### src/rtl/core_seq_pkg.sv
// Shared types and default constants for the core run sequencer.
package core_seq_pkg;
  typedef enum logic [2:0] {
    IDLE,
    RST,
    REQ,
    RUN,
    NEXT,
    FIN
  } state_t;

  localparam int NPROG_DEF      = 3;
  localparam int RST_CYCLES_DEF = 2;
  localparam int CW_DEF         = 16;
endpackage

### src/rtl/seq_cycle_counter.sv
// Saturating RUN-cycle counter with clear, enable and a terminal compare.
module seq_cycle_counter #(
  parameter int          CW      = 16,
  parameter int unsigned TIMEOUT = 32'hFFFF
) (
  input  logic          clk,
  input  logic          reset,
  input  logic          clear,
  input  logic          enable,
  output logic [CW-1:0] count,
  output logic          term
);
  localparam logic [CW-1:0] TERM = CW'(TIMEOUT);

  always_ff @(posedge clk) begin
    if (reset || clear) begin
      count <= '0;
    end else if (enable && (count != '1)) begin
      count <= count + CW'(1);
    end
  end

  assign term = (count == TERM);
endmodule

### src/rtl/core_run_sequencer.sv
// Runs NPROG programs on the core via reset/req/done, recording cycles.
// Optional watchdog: define CORE_SEQ_TIMEOUT_EN.
module core_run_sequencer
  import core_seq_pkg::*;
#(
  parameter int          NPROG      = NPROG_DEF,
  parameter int          RST_CYCLES = RST_CYCLES_DEF,
  parameter int          CW         = CW_DEF,
  parameter int unsigned TIMEOUT    = 32'hFFFF
) (
  input  logic          clk,
  input  logic          reset,
  input  logic          start,
  input  logic          core_done,
  output logic          core_reset,
  output logic          core_req,
  output logic [1:0]    prog_sel,
  output logic          busy,
  output logic          result_valid,
  output logic [CW-1:0] cycles,
  output logic          run_done,
  output logic          timeout
);
  localparam logic [1:0] LAST     = 2'(NPROG - 1);
  localparam logic [7:0] RST_LAST = 8'(RST_CYCLES - 1);

  state_t        state;
  logic [7:0]    rcnt;
  logic [CW-1:0] count;
  logic          term;
  logic          stop;

  seq_cycle_counter #(
    .CW      (CW),
    .TIMEOUT (TIMEOUT)
  ) u_cnt (
    .clk    (clk),
    .reset  (reset),
    .clear  (state == REQ),
    .enable ((state == RUN) && !core_done),
    .count  (count),
    .term   (term)
  );

`ifdef CORE_SEQ_TIMEOUT_EN
  assign stop = timeout;
`else
  logic unused_term;
  assign unused_term = term;
  assign stop        = 1'b0;
  assign timeout     = 1'b0;
`endif

  always_ff @(posedge clk) begin
    if (reset) begin
      state        <= IDLE;
      rcnt         <= '0;
      core_reset   <= 1'b1;
      core_req     <= 1'b0;
      busy         <= 1'b0;
      result_valid <= 1'b0;
      run_done     <= 1'b0;
      prog_sel     <= '0;
      cycles       <= '0;
`ifdef CORE_SEQ_TIMEOUT_EN
      timeout      <= 1'b0;
`endif
    end else begin
      core_req     <= 1'b0;
      result_valid <= 1'b0;
      run_done     <= 1'b0;
      unique case (state)
        IDLE: begin
          if (start) begin
            state    <= RST;
            busy     <= 1'b1;
            prog_sel <= '0;
            rcnt     <= '0;
`ifdef CORE_SEQ_TIMEOUT_EN
            timeout  <= 1'b0;
`endif
          end
        end
        RST: begin
          if (rcnt == RST_LAST) begin
            state      <= REQ;
            core_reset <= 1'b0;
            core_req   <= 1'b1;
          end else begin
            rcnt <= rcnt + 8'd1;
          end
        end
        REQ: state <= RUN;
        RUN: begin
          if (core_done) begin
            cycles       <= count;
            result_valid <= 1'b1;
            state        <= NEXT;
          end
`ifdef CORE_SEQ_TIMEOUT_EN
          else if (term) begin
            cycles       <= count;
            timeout      <= 1'b1;
            result_valid <= 1'b1;
            state        <= NEXT;
          end
`endif
        end
        NEXT: begin
          if ((prog_sel == LAST) || stop) begin
            state    <= FIN;
            run_done <= 1'b1;
          end else begin
            state      <= RST;
            prog_sel   <= prog_sel + 2'd1;
            rcnt       <= '0;
            core_reset <= 1'b1;
          end
        end
        FIN: begin
          state      <= IDLE;
          busy       <= 1'b0;
          core_reset <= 1'b1;
        end
        default: state <= IDLE;
      endcase
    end
  end
endmodule
### config.mk
export PLATFORM = sky130hd
export DESIGN_NAME = core_run_sequencer
export DESIGN_NICKNAME = d
export VERILOG_FILES = /design/src/rtl/core_seq_pkg.sv /design/src/rtl/seq_cycle_counter.sv /design/src/rtl/core_run_sequencer.sv
export SDC_FILE = /design/constraint.sdc
export NUM_CORES = 1
export LEC_CHECK = 0
export ABC_CLOCK_PERIOD_IN_PS = 5190
export CORE_MARGIN = 3
export CORE_UTILIZATION = 53
export DETAILED_ROUTE_END_ITERATION = 16
export PLACE_DENSITY = 0.78
export RECOVER_POWER = 100
export SYNTH_ARGS = -nofsm -noshare
export SYNTH_HDL_FRONTEND = slang
export SYNTH_HIERARCHICAL = 1
export SYNTH_SLANG_ARGS = --single-unit
### constraint.sdc
create_clock -name clk -period 5.19 [get_ports clk]
set_clock_uncertainty 0.15 [all_clocks]
set_input_delay 1.2975 -clock clk [delete_from_list [all_inputs] [get_ports clk]]
set_output_delay 1.2975 -clock clk [all_outputs]
set_load 0.1 [all_outputs]
Word-level counts from Yosys, hierarchy flattened
Index checks and enable logic that the tools add are counted.
{"block": "op_classes", "addsub": 3, "n_eq_ne": 13, "mux": 20, "bitwise_logic": 3, "n_reduce_logical": 18}
{"op": "two-way mux 8 bit", "n": 3}
{"op": "case mux 8 bit (3 select lines)", "n": 1}
{"op": "adder 16 x 1 -> 16 bit, second input constant", "n": 1}
{"op": "!= test 16 bit, second input constant", "n": 1}
{"op": "case mux 3 bit (5 select lines)", "n": 1}
{"op": "two-way mux 3 bit", "n": 4}
{"op": "!= test 2 bit, second input constant", "n": 5}
{"op": "AND reduction 3 bit", "n": 3}
{"op": "adder 8 x 1 -> 8 bit, second input constant", "n": 1}
{"op": "equality test 8 x 1 -> 1 bit, second input constant", "n": 1}
{"op": "equality test 3 x 2 -> 1 bit, second input constant", "n": 2}
{"op": "equality test 3 bit, second input constant", "n": 2}
{"op": "two-way mux 1 bit", "n": 6}
{"op": "nonzero test 3 bit", "n": 2}
{"op": "OR reduction 2 bit", "n": 3}
{"op": "two-way mux 2 bit", "n": 2}
{"op": "case mux 2 bit (2 select lines)", "n": 1}
{"op": "AND reduction 2 bit", "n": 2}
{"op": "AND reduction 4 bit", "n": 1}
{"op": "nonzero test 2 bit", "n": 2}
{"op": "equality test 3 x 1 -> 1 bit, second input constant", "n": 1}
{"op": "zero test 3 bit", "n": 1}
{"op": "inverter 1 bit", "n": 3}
{"op": "case mux 1 bit (3 select lines)", "n": 1}
{"op": "other kinds (6)", "n": 7}
{"block": "word_totals", "regBits": 50, "out_inout_bits": 24, "word_cells": 67}

Logic depth before layout (Yosys ltp)
{"block": "logic_depth", "depth_word": 3, "depth_mapped": 7, "depth_no_buf": 6}

By module
Netlist, hierarchy kept.
{"mod": "core_run_sequencer", "n_inst": 1, "cells_per_inst": 177, "area_per_inst_um2": 1476.4, "seq_area_each_um2": 680.7}
{"mod": "seq_cycle_counter", "n_inst": 1, "cells_per_inst": 97, "area_per_inst_um2": 835.8, "seq_area_each_um2": 320.3}

Worst setup path after synthesis
No wires, ideal clock.
{"block": "synth_path", "kind": "input port to flip-flop", "from": "in core_done", "to": "reg u_cnt.count[15]", "arrival_time_ns": 3.230, "path_slack_ns": 1.741, "path_stages": 6, "path_buffers": 1, "path_cell_list": "nor4bb_1 nand4_1 or3_1 clkbuf_2 or4_1 a21oi_1"}
{"block": "synth_via", "elab_chain_cells": 3}
{"item": "start: declaration", "line": "core_run_sequencer.sv:14", "rtl": "input logic core_done,"}
{"item": "zero test 1 bit", "line": "core_run_sequencer.sv:40", "rtl": ".enable ((state == RUN) && !core_done),"}
{"item": "logical AND 1 bit", "line": "core_run_sequencer.sv:40"}
{"item": "logical AND 1 bit", "line": "seq_cycle_counter.sv:18", "rtl": "end else if (enable && (count != '1)) begin"}
{"item": "end signal: assignment", "line": "seq_cycle_counter.sv:19", "rtl": "count <= count + CW'(1);"}
{"item": "end: declaration", "line": "seq_cycle_counter.sv:10", "rtl": "output logic [CW-1:0] count,"}
No other way between the ends.
A chain may end at the register's enable or synchronous reset.

Worst setup path after layout
{"block": "layout_path", "from": "in reset", "to": "reg u_cnt.count[10]"}
{"block": "layout_via", "elab_chain_cells": 1}
{"item": "start: declaration", "line": "core_run_sequencer.sv:12", "rtl": "input logic reset,"}
{"item": "logical OR 1 bit", "line": "seq_cycle_counter.sv:16", "rtl": "if (reset || clear) begin"}
No other way between the ends.

==> summary.txt <==
outcome -> finished with violations
failing checks -> capacitance limit, slew limit
maximum clock insertion buffer count -> 2
number of optimization iterations in the first detailed-route pass -> 4
insertion delay to the later sink of the worst-skew pair -> 0.31 ns
shortest clock period the worst path allows after layout -> 4.043 ns
kind of start point of the critical path -> input pin
first-pass GRT wire length -> 8017 um
overall track demand over capacity in global routing -> 19.34%
class of the tightest hold or removal check -> reg -> reg
share of the synthesized area in the top cell type -> 43.29%
most frequent cells after synthesis -> sky130_fd_sc_hd__dfxtp_1 (50), sky130_fd_sc_hd__nand2_1 (48), sky130_fd_sc_hd__a21oi_1 (28)
Detail Placement HPWL -> 3140 um
nets@finish -> 304
RSZ-0062 raised after global routing -> false
number of antenna violations at the first check in global routing -> 0
Period Utilization, post-route -> 77.89%
beginning of the worst register-to-register path -> state[1]
count of endpoints failing hold in the final timing report -> 0
cell types with the largest area share after synthesis -> sky130_fd_sc_hd__dfxtp_1 (43%), sky130_fd_sc_hd__nand2_1 (7.8%), sky130_fd_sc_hd__a21oi_1 (6.1%)
DR iter-0 viols -> 158
Setup CP Type -> in -> reg
instance count of the mapped netlist -> 274
count of state elements after synthesis -> 50
synthesized-area fraction occupied by and/or/nand/nor cells -> 30.68%
Routed Wire Length -> 4745 um
largest fanout on the critical path -> 42
cts hold-fix bufs -> 0
most common cell in the netlist -> sky130_fd_sc_hd__dfxtp_1
number of antenna repair diodes -> 0
clock tree from TritonCTS -> built
H-Tree Level Count -> 2
number of max-slew violations in the final report -> 43
parity-gate share of the synthesized area counting xor and xnor cells -> 0.7576%
proportion of register bits with asynchronous set or reset after synthesis -> 0%
setup fix buffers added after clock tree synthesis -> 0
data arrival at the endpoint of the critical path -> 4.09 ns
Wirelength per Cell -> 13.67 um
overall power -> 0.7360 mW
chip width -> 72.05 um
number of buffers created by CTS -> 5
adder and majority gate portion of the synthesized area -> 2.165%
transition time at the pin with the least slew margin -> 1.695 ns
required time worst endpoint -> 5.24 ns
maximum operating frequency -> 247.4 MHz
post-synthesis cell type count -> 53
biggest area consumer among synthesized cells -> sky130_fd_sc_hd__dfxtp_1
Reg clk slew, reported paths -> 0.09 ns
post-synthesis compound-gate area fraction -> 17.53%
Syn Nets -> 282
power density normalized to cell area -> 273.7 mW/mm2
tightest hold margin -> 0.3030 ns
Post-Syn Area per Cell -> 8.439 um2
clock sink total -> 50
placed cell area -> 0.002579 mm2
Post-DRT Antenna Nets -> 0
Relative slew margins -> -12.99%
cell area after technology mapping -> 0.002312 mm2
Non-Filler Instances -> 347
VDD IR-drop max -> 0.1869 mV
Main synth FF type -> sky130_fd_sc_hd__dfxtp_1
largest net degree at the start of global routing -> 43
endpoint class of the critical path -> flip-flop
fraction of synthesized area in multiplexers -> 1.353%
initial cell density of the core -> 56.19%
setup violation total in the final timing report -> 0
per-cell via count in the routed design -> 5.827
post-placement cell count -> 339
global-route congestion overflow total -> 0
count of input and output buffers -> 26
DRC violation count after routing -> 0
I/O pin total -> 28
leakage power figure -> 0.9127 nW
Finished Cell Area -> 0.002689 mm2
area growth from synthesis to layout -> 16.29%
Resize count post-CTS -> 0
core region area -> 0.004115 mm2
share of the yosys chip area belonging to registers -> 43.29%
clk root buf -> sky130_fd_sc_hd__clkbuf_8
routability-driven placement congestion ratio -> 0.8696
via count of the first global-routing pass -> 1748
layout cells sized above 1 -> 7.071%
dominant combinational cell family by area after synthesis -> simple AND/OR/NAND/NOR gates
vertical extent of the die -> 72.05 um
max-cap violation count -> 1
total negative slack for setup checks -> 0 ns
end point of the critical path -> u_cnt/count[10]
worst reg2reg path depth -> 6
R2R setup slack -> 2.68 ns
critical path launch point -> reset
Post-synth EDFFs -> 0
Core Rows -> 23
total vias in the final route -> 2022
Yosys warning count -> 6
overall die area -> 0.005191 mm2
worst r2r dst -> u_cnt/count[15]
## per-layer routing
metal / wire, um / GRT usage, % / up-vias
met4: 57 / 7.516 / 0
met2: 2092 / 29.08 / 49
met3: 268 / 5.402 / 4
li1: - / - / 1041
met1: 2326 / 26.34 / 928
met5: 0 / 0 / -
## through the flow
step | utilization [%] | worst slack [ns]
5_1_grt | 65.34 | 0.9718
3_3_place_gp | 62.66 | 1.547
3_5_place_dp | 62.66 | 1.496
6_report | 65.34 | 1.147
4_1_cts | 65.43 | 1.820
2_1_floorplan | - | 1.741
## logic make-up (layout without fill, tap and decap cells)
family / Yosys count / after routing
buffers and inverters: 19 / 42
flip-flops: 50 / 50
XOR/XNOR: 2 / 2
adder cells (fa/ha/maj): 4 / 4
AND/OR/NAND/NOR: 133 / 133
other: 1 / 1
AO/OA/AOI/OAI: 62 / 62
multiplexers: 3 / 3
## final cells by class
cell class,count,area [um2]
clock inverters,3,45.04
fillers,363,1426
well taps,50,62.56
inverters,6,22.52
clock buffers,5,68.82
flip-flops and latches,50,1001
repair buffers,28,271.5
multi-input cells,205,1217
## placed cells by master, fill, tap and decap left out, types with 3 or more instances in the layout
cell                            netlist  routed
sky130_fd_sc_hd__ha_1                 4       4
sky130_fd_sc_hd__a311oi_1             4       4
sky130_fd_sc_hd__dfxtp_1             50      50
sky130_fd_sc_hd__or4_1                5       5
sky130_fd_sc_hd__nand3_1             11      11
sky130_fd_sc_hd__o21ai_0              9       9
sky130_fd_sc_hd__o31ai_1              4       4
sky130_fd_sc_hd__or3_1               10      10
sky130_fd_sc_hd__a31oi_1              3       3
sky130_fd_sc_hd__nor2_1              17      17
sky130_fd_sc_hd__a21oi_1             28      28
sky130_fd_sc_hd__or2_2                4       3
sky130_fd_sc_hd__nand4_1              8       8
sky130_fd_sc_hd__nor3_1               5       5
sky130_fd_sc_hd__nand2_1             48      48
sky130_fd_sc_hd__nand2b_1             3       3
sky130_fd_sc_hd__inv_1                6       6
sky130_fd_sc_hd__clkbuf_8             1       5
sky130_fd_sc_hd__nor2b_1              4       4
sky130_fd_sc_hd__dlygate4sd3_1        0      24
## worst min-delay path by stage
stage                     from          to  slack [ns]  cells after the start
2_1_floorplan  u_cnt/count[12]  cycles[12]        0.28                      2
3_3_place_gp        cycles[11]  cycles[11]        0.29                      2
3_5_place_dp        cycles[11]  cycles[11]        0.30                      2
4_1_cts             cycles[11]  cycles[11]        0.31                      2
5_1_grt             cycles[13]  cycles[13]        0.33                      2
6_report            cycles[15]  cycles[15]        0.30                      2
## critical path: stages
cell	delay, ns
sky130_fd_sc_hd__dlygate4sd3_1	0.52
sky130_fd_sc_hd__clkbuf_1	1.22
sky130_fd_sc_hd__or2_0	0.69
sky130_fd_sc_hd__nor2_1	0.08
sky130_fd_sc_hd__a41o_1	0.26
## sequential cells by signal (all words and copies together), names as in the netlist
signal and count:
core_req 1, run_done 1, state 3, rcnt 8, result_valid 1, prog_sel 2
cycles 16, busy 1, u_cnt/count 16, core_reset 1
## report_power, final
part / total [mW] / switching, mW / internal (mW) / leakage, nW
registers: 0.395 / 0.00690 / 0.388 / 0.404
clock network: 0.276 / 0.133 / 0.143 / 0.0504
logic: 0.0647 / 0.0453 / 0.0194 / 0.459
(Power assumes the default switching activity.)
